**src/rtl/pipe_stage_buf.sv**
```systemverilog
// Inter-stage pipeline register with a valid/ready handshake and a one-entry
// skid buffer. The skid register absorbs the beat accepted in the cycle in
// which downstream stalls. This keeps In_ready a pure function of registered
// state. Flush inserts a bubble. A saturating counter records stall cycles
// for hazard and performance debug.
module pipe_stage_buf #(
    parameter int                NUM_FIELDS = 4,
    parameter int                FIELD_W    = 32,
    parameter logic [FIELD_W-1:0] BUBBLE_VAL = '0,
    parameter int                CNT_W      = 16
) (
    input  logic                          Clk,
    input  logic                          Rst_n,
    input  logic                          Flush,
    input  logic                          In_valid,
    output logic                          In_ready,
    input  logic [NUM_FIELDS*FIELD_W-1:0] In_data,
    output logic                          Out_valid,
    input  logic                          Out_ready,
    output logic [NUM_FIELDS*FIELD_W-1:0] Out_data,
    input  logic                          Stall_clr,
    output logic [CNT_W-1:0]              Stall_cnt
);

    localparam int DATA_W = NUM_FIELDS * FIELD_W;

    // EMPTY: nothing held; FULL: main holds a beat; SKID: main and skid both hold beats
    localparam logic [1:0] EMPTY = 2'b00;
    localparam logic [1:0] FULL  = 2'b01;
    localparam logic [1:0] SKID  = 2'b10;

    logic [1:0]        state_reg, state_next;
    logic [DATA_W-1:0] main_reg,  main_next;
    logic [DATA_W-1:0] skid_reg,  skid_next;
    logic [CNT_W-1:0]  cnt_reg,   cnt_next;
    logic [DATA_W-1:0] bubble_word;
    logic              in_fire;
    logic              out_fire;
    logic              stall;

    // Every field of an empty or flushed stage carries the bubble value
    generate
        for (genvar gi = 0; gi < NUM_FIELDS; gi++) begin : g_bubble
            assign bubble_word[gi*FIELD_W +: FIELD_W] = BUBBLE_VAL;
        end
    endgenerate

    // Outputs are decoded from registered state only
    assign Out_valid = (state_reg != EMPTY);
    assign In_ready  = (state_reg != SKID);
    assign Out_data  = main_reg;
    assign Stall_cnt = cnt_reg;

    assign in_fire  = In_valid & In_ready;
    assign out_fire = Out_valid & Out_ready;
    assign stall    = Out_valid & ~Out_ready;

    // Next-state and datapath selection. Flush overrides any handshake and
    // drops a beat offered in the same cycle.
    always_comb begin
        state_next = state_reg;
        main_next  = main_reg;
        skid_next  = skid_reg;
        if (Flush) begin
            state_next = EMPTY;
            main_next  = bubble_word;
            skid_next  = bubble_word;
        end else begin
            case (state_reg)
                EMPTY: begin
                    if (in_fire) begin
                        state_next = FULL;
                        main_next  = In_data;
                    end
                end
                FULL: begin
                    if (in_fire && out_fire) begin
                        main_next = In_data;
                    end else if (in_fire) begin
                        state_next = SKID;
                        skid_next  = In_data;
                    end else if (out_fire) begin
                        state_next = EMPTY;
                        main_next  = bubble_word;
                    end
                end
                SKID: begin
                    if (out_fire) begin
                        state_next = FULL;
                        main_next  = skid_reg;
                        skid_next  = bubble_word;
                    end
                end
                default: begin
                    state_next = EMPTY;
                    main_next  = bubble_word;
                    skid_next  = bubble_word;
                end
            endcase
        end
    end

    // Stall counter: a clear wins over an increment, and the count sticks at all-ones
    always_comb begin
        cnt_next = cnt_reg;
        if (Stall_clr) begin
            cnt_next = '0;
        end else if (stall && (cnt_reg != {CNT_W{1'b1}})) begin
            cnt_next = cnt_reg + 1'b1;
        end
    end

    // State, data and counter registers with asynchronous reset to the empty stage
    always_ff @(posedge Clk or negedge Rst_n) begin
        if (!Rst_n) begin
            state_reg <= EMPTY;
            main_reg  <= bubble_word;
            skid_reg  <= bubble_word;
            cnt_reg   <= '0;
        end else begin
            state_reg <= state_next;
            main_reg  <= main_next;
            skid_reg  <= skid_next;
            cnt_reg   <= cnt_next;
        end
    end

endmodule
```
**config.mk**
```make
export PLATFORM = sky130hd
export DESIGN_NAME = pipe_stage_buf
export DESIGN_NICKNAME = d
export VERILOG_FILES = /design/src/rtl/pipe_stage_buf.sv
export SDC_FILE = /design/constraint.sdc
export NUM_CORES = 1
export LEC_CHECK = 0
export BUFFER_PORTS_ARGS = -buffer_cell sky130_fd_sc_hd__buf_2
export CAP_MARGIN = 40
export CORE_MARGIN = 5
export CORE_UTILIZATION = 30
export DETAILED_ROUTE_END_ITERATION = 10
export MAX_ROUTING_LAYER = met4
export PLACE_DENSITY_LB_ADDON = 0.3
export SLEW_MARGIN = 0
export SYNTH_ARGS = -nofsm -noshare
export SYNTH_HDL_FRONTEND = slang
export SYNTH_SLANG_ARGS = --single-unit
```
**constraint.sdc**
```tcl
create_clock -name Clk -period 2.8 [get_ports Clk]
set_input_delay 0.56 -clock Clk [delete_from_list [all_inputs] [get_ports Clk]]
set_output_delay 0.56 -clock Clk [all_outputs]
set_load 0.01 [all_outputs]
```
**Word level (Yosys, flattened, before mapping)**

Index checks and enable logic that the tools add are counted.

- Flip-flop bits (word level): 274
- Input bits: 134
- Output and inout bits: 146
- Logic and storage cells: 48

- $add $sub $neg: 1
- Eq/ne operators: 12
- Mux-type cells: 19
- Bitwise gates (word level): 4
- Reduce and logical (&&, ||, !) cells: 8

Operators with widths:

| operator | number |
|---|---|
| $mux W128 | 8 |
| $pmux W128 S3 | 2 |
| $mux W16 | 2 |
| $add A16 B1 Y16 const B | 1 |
| $ne A16 B16 Y1 const B | 1 |
| $mux W2 | 6 |
| $ne A3 B3 Y1 const B | 4 |
| $ne A4 B4 Y1 const B | 3 |
| $reduce_and A4 Y1 | 3 |
| $pmux W2 S3 | 1 |
| $ne A2 B2 Y1 const B | 2 |
| $reduce_bool A2 Y1 | 2 |
| $and A1 B1 Y1 | 3 |
| $eq A2 B1 Y1 const B | 1 |
| $eq A2 B2 Y1 const B | 1 |
| $logic_and A1 B1 Y1 | 2 |
| $logic_not A2 Y1 | 1 |
| $not A1 Y1 | 1 |

**Longest topological paths before layout**

- Depth in word-level cells: 7
- Gate-level depth with buffers: 7
- Gate-level depth less buffers: 5

**Worst setup path after synthesis**

OpenSTA, ideal clock, no wires.

- Path type: flip-flop to flip-flop
- From: register cnt_reg[0] (netlist: Stall_cnt[0])
- To: register cnt_reg[13] (netlist: Stall_cnt[13])
- Setup time: 0.125 ns
- Data arrival time: 1.938 ns
- Data required time: 2.675 ns
- Path slack: 0.737 ns
- Stages on the path, launching flop included: 7
- Buffers on the path: 1
- Clock period less this slack: 2.063 ns
- Cell sequence: dfrtp_1 ha_1 and2_1 and3_1 buf_4 or4_4 mux2_4

- Longest elaborated chain between the ends: 3
- Elaborated cells on any way between the ends: 6
- Classes of those cells: add/sub: 1; eq/ne: 1; mux: 2; reduce/logical: 2

RTL lines:

| what | line | text |
|---|---|---|
| start: declaration | 35 | `logic [CNT_W-1:0] cnt_reg, cnt_next;` |
| start signal: assignment | 124 | `cnt_reg <= cnt_next;` |
| $add A16 B1 Y16 or $ne A16 B16 Y1 (tied branches) | 109, 108 |  |
| $mux W16 or $logic_and A1 B1 Y1 (tied branches) | 108 | `end else if (stall && (cnt_reg != {CNT_W{1'b1}})) begin` |
| $mux W16 or $reduce_bool A2 Y1 (tied branches) | -- |  |

Several ways; a longest one is shown, not always the timed one. The select of a mux whose other input is x is not followed.
A chain may end at the register's enable or synchronous reset.

**Worst setup path after layout**

- From: register state_reg[1]
- To: output In_ready

- Longest elaborated chain between the ends: 1

RTL lines:

| what | line | text |
|---|---|---|
| start: declaration | 32 | `logic [1:0] state_reg, state_next;` |
| start signal: assignment | 121 | `state_reg <= state_next;` |
| $ne A2 B2 Y1 | 50 | `assign In_ready = (state_reg != SKID);` |
| end: declaration | 16 | `output logic In_ready,` |

Every way passes these cells.

==> results.json <==
{
  "worst_pin_slew_ps": 618,
  "layout_common_cells": "buf_2 (278), dfrtp_1 (274), nand2_1 (134)",
  "fin_util_pct": 38.2,
  "dp_hpwl_mm": 23.0,
  "routed_wl_mm": 36.3,
  "r2r_cells": 5,
  "reg2reg_from": "state_reg[1]",
  "drt_pre_antenna_iters": 5,
  "first_iter_violations": 558,
  "total_power_mw": 10.1,
  "setup_violations": 0,
  "crit_path_max_incr_delay_ps": 580,
  "crit_chain": "nor2b_4 > inv_1 > buf_2",
  "cp.arrival_ps": 1740,
  "start_kind": "register",
  "avgSynthCellArea_sq_um": 11.1,
  "routabilityCongestion": 0.757,
  "synth_edf_count": 0,
  "port_buffers": 279,
  "whs_ps": -3.57,
  "drv_slew": 0,
  "fp.dieW_um": 212,
  "cts_tree": "built",
  "hold_violations": 2,
  "grt_max_degree": 100,
  "fillers": 4040,
  "r2r_slack_ps": 670,
  "area_growth_pct": 26.6,
  "fin_tns_setup_ps": 0,
  "slew_headroom_pct": 58.8,
  "synth_fa_ha_area_share_pct": 0.102,
  "cts-root-buf": "clkbuf_16",
  "io_pins": 280,
  "crit_path_top_delay_cell": "dfrtp_1",
  "worst_slack_ps": 502,
  "status": "finished with violations",
  "drive_above_1_share_pct": 27.9,
  "grt_use_total_pct": 16.4,
  "final.setup_skew_ps": 11.5,
  "required_ps": 2240,
  "clkLatencyLatePin_ps": 530,
  "crit_fanout": 9,
  "cts_max_path_buffers": 3,
  "numCtsBuffers": 34,
  "syn_inst": 1109,
  "synth_compound_area_share_pct": 18.3,
  "cts_resized": 0,
  "die_h_um": 212,
  "start_util_pct": 30.2,
  "postRouteAntennaNets": 0,
  "drv_cap": 0,
  "critPathKind": "register to output pin",
  "hold_path_class": "input pin to asynchronous set/reset pin",
  "post-route-drc-count": 0,
  "viasPerCell": 4.92,
  "p_per_area_nw_per_um2": 652,
  "synthSimpleGateAreaFrac_pct": 7.11,
  "placedCellCount": 1856,
  "hold_buffers": 0,
  "synth_nets": 1244,
  "fin_crit_sh_pct": 82.1,
  "synthesis.area_sq_um": 12300,
  "antenna_found_initial": 4,
  "muxShareOfSynthArea_pct": 11.4,
  "clkSinkCount": 274,
  "dp_slack_ps": 517,
  "fp.dieArea_sq_um": 45100,
  "ys_ff_latch": 274,
  "postCtsSetupBuffers": 0,
  "grt_pass1_vias": 10000,
  "num_vias": 9437,
  "grt.overflow.total": 0,
  "synth_top_family_by_area": "compound AO/OA/AOI/OAI gates",
  "place_area_sq_um": 14400,
  "async_flop_share_pct": 100,
  "placementRows": 74,
  "crit_path_end_kind": "output pin",
  "fin_area_sq_um": 15600,
  "h-tree-depth": 2,
  "min_period_ps": 2300,
  "ys_seq_area_share_pct": 55.8,
  "rr_endpoint": "Out_data[36]",
  "wl_per_cell_um": 18.9,
  "synth_top_flop_cell": "dfrtp_1",
  "clk_pin_slew_ps": 60,
  "synthXorXnorAreaFrac_pct": 0,
  "final_common_cell": "buf_2",
  "core_region_area_sq_um": 40700,
  "violations": "negative hold slack",
  "rsz0062_at_grt": "no",
  "synth_warnings": 0,
  "final_nets": 1495,
  "grt_pass1_wl_mm": 57.6,
  "synth_cell_types": 44,
  "fin_cells": 1917,
  "ir_worst_vdd_uv": 374,
  "max_freq_mhz": 435,
  "power_leakage_nw": 7.54
}
-- critical path: cells and delay by family (launching register included) --
kind                   cells  cell delay [ps]
and+or+nand+nor            1              410
DFF                        1              580
buffers and inverters      2              210
-- cells by family (layout without fill, tap and decap cells) --
group | count (synthesis) | after routing
compound gates | 281 | 281
fa+ha+maj | 1 | 1
buf+inv | 221 | 494
flops | 274 | 274
mux | 139 | 139
other cells | 0 | 3
simple gates | 193 | 193
-- power by group --
group	switching (mW)	internal (mW)
Sequential	0.147	4.19
Clock	1.73	2.83
Combinational	0.759	0.486
-- per-layer routing --
metal / global-route usage (%) / vias to the layer above / share of wire [%]
met1: 22.3 / 4711 / 46
met5: - / - / 0
met2: 24.4 / 250 / 45
met3: 3.33 / 63 / 5.6
li1: - / 4413 / -
met4: 5.72 / 0 / 2.8
-- how the worst max path moves through the flow --
stage                 startpoint            end  slack (ps)  depth (start not counted)
detailed placement     Out_ready   skid_reg[25]         520                          7
global route        state_reg[1]       In_ready         390                          3
finish              state_reg[1]       In_ready         500                          3
global placement       Out_ready   skid_reg[29]         570                          7
CTS                 state_reg[1]       In_ready         450                          3
floorplan           Stall_cnt[0]  Stall_cnt[13]         740                          6
-- synth_stat cells (all sizes together), types with 2 or more instances --
| library cell | instances | share of area (%) |
|---|---|---|
| nand2 | 134 | 4.1 |
| a211oi | 5 | 0.31 |
| mux2 | 8 | 0.76 |
| nor3 | 3 | 0.12 |
| buf | 45 | 1.9 |
| inv | 129 | 3.9 |
| and4 | 4 | 0.30 |
| a22oi | 128 | 7.8 |
| or4 | 4 | 0.28 |
| and3 | 3 | 0.16 |
| nand4 | 3 | 0.27 |
| nand3 | 4 | 0.16 |
| mux2i | 131 | 11 |
| nor2 | 15 | 0.46 |
| o31ai | 2 | 0.12 |
| o2bb2ai | 129 | 9.2 |
| nand2b | 4 | 0.20 |
| nor2b | 11 | 0.56 |
| and2b | 2 | 0.13 |
| and2 | 2 | 0.10 |
| a21oi | 11 | 0.45 |
| dfrtp | 274 | 56 |
| nor4b | 2 | 0.14 |
| clkbuf | 46 | 1.4 |
-- layout make-up --
cell class	instances	area, sq um	area share [%]
sequential	274	6860	44.0
timing repair buffer	307	1800	11.6
clock inverter	13	171	1.10
clock buffer	45	983	6.32
antenna	3	7.51	0.0482
multi-input combinational	614	4590	29.5
tap	532	666	4.28
inverter	129	484	3.11
(Power assumes the default switching activity.)
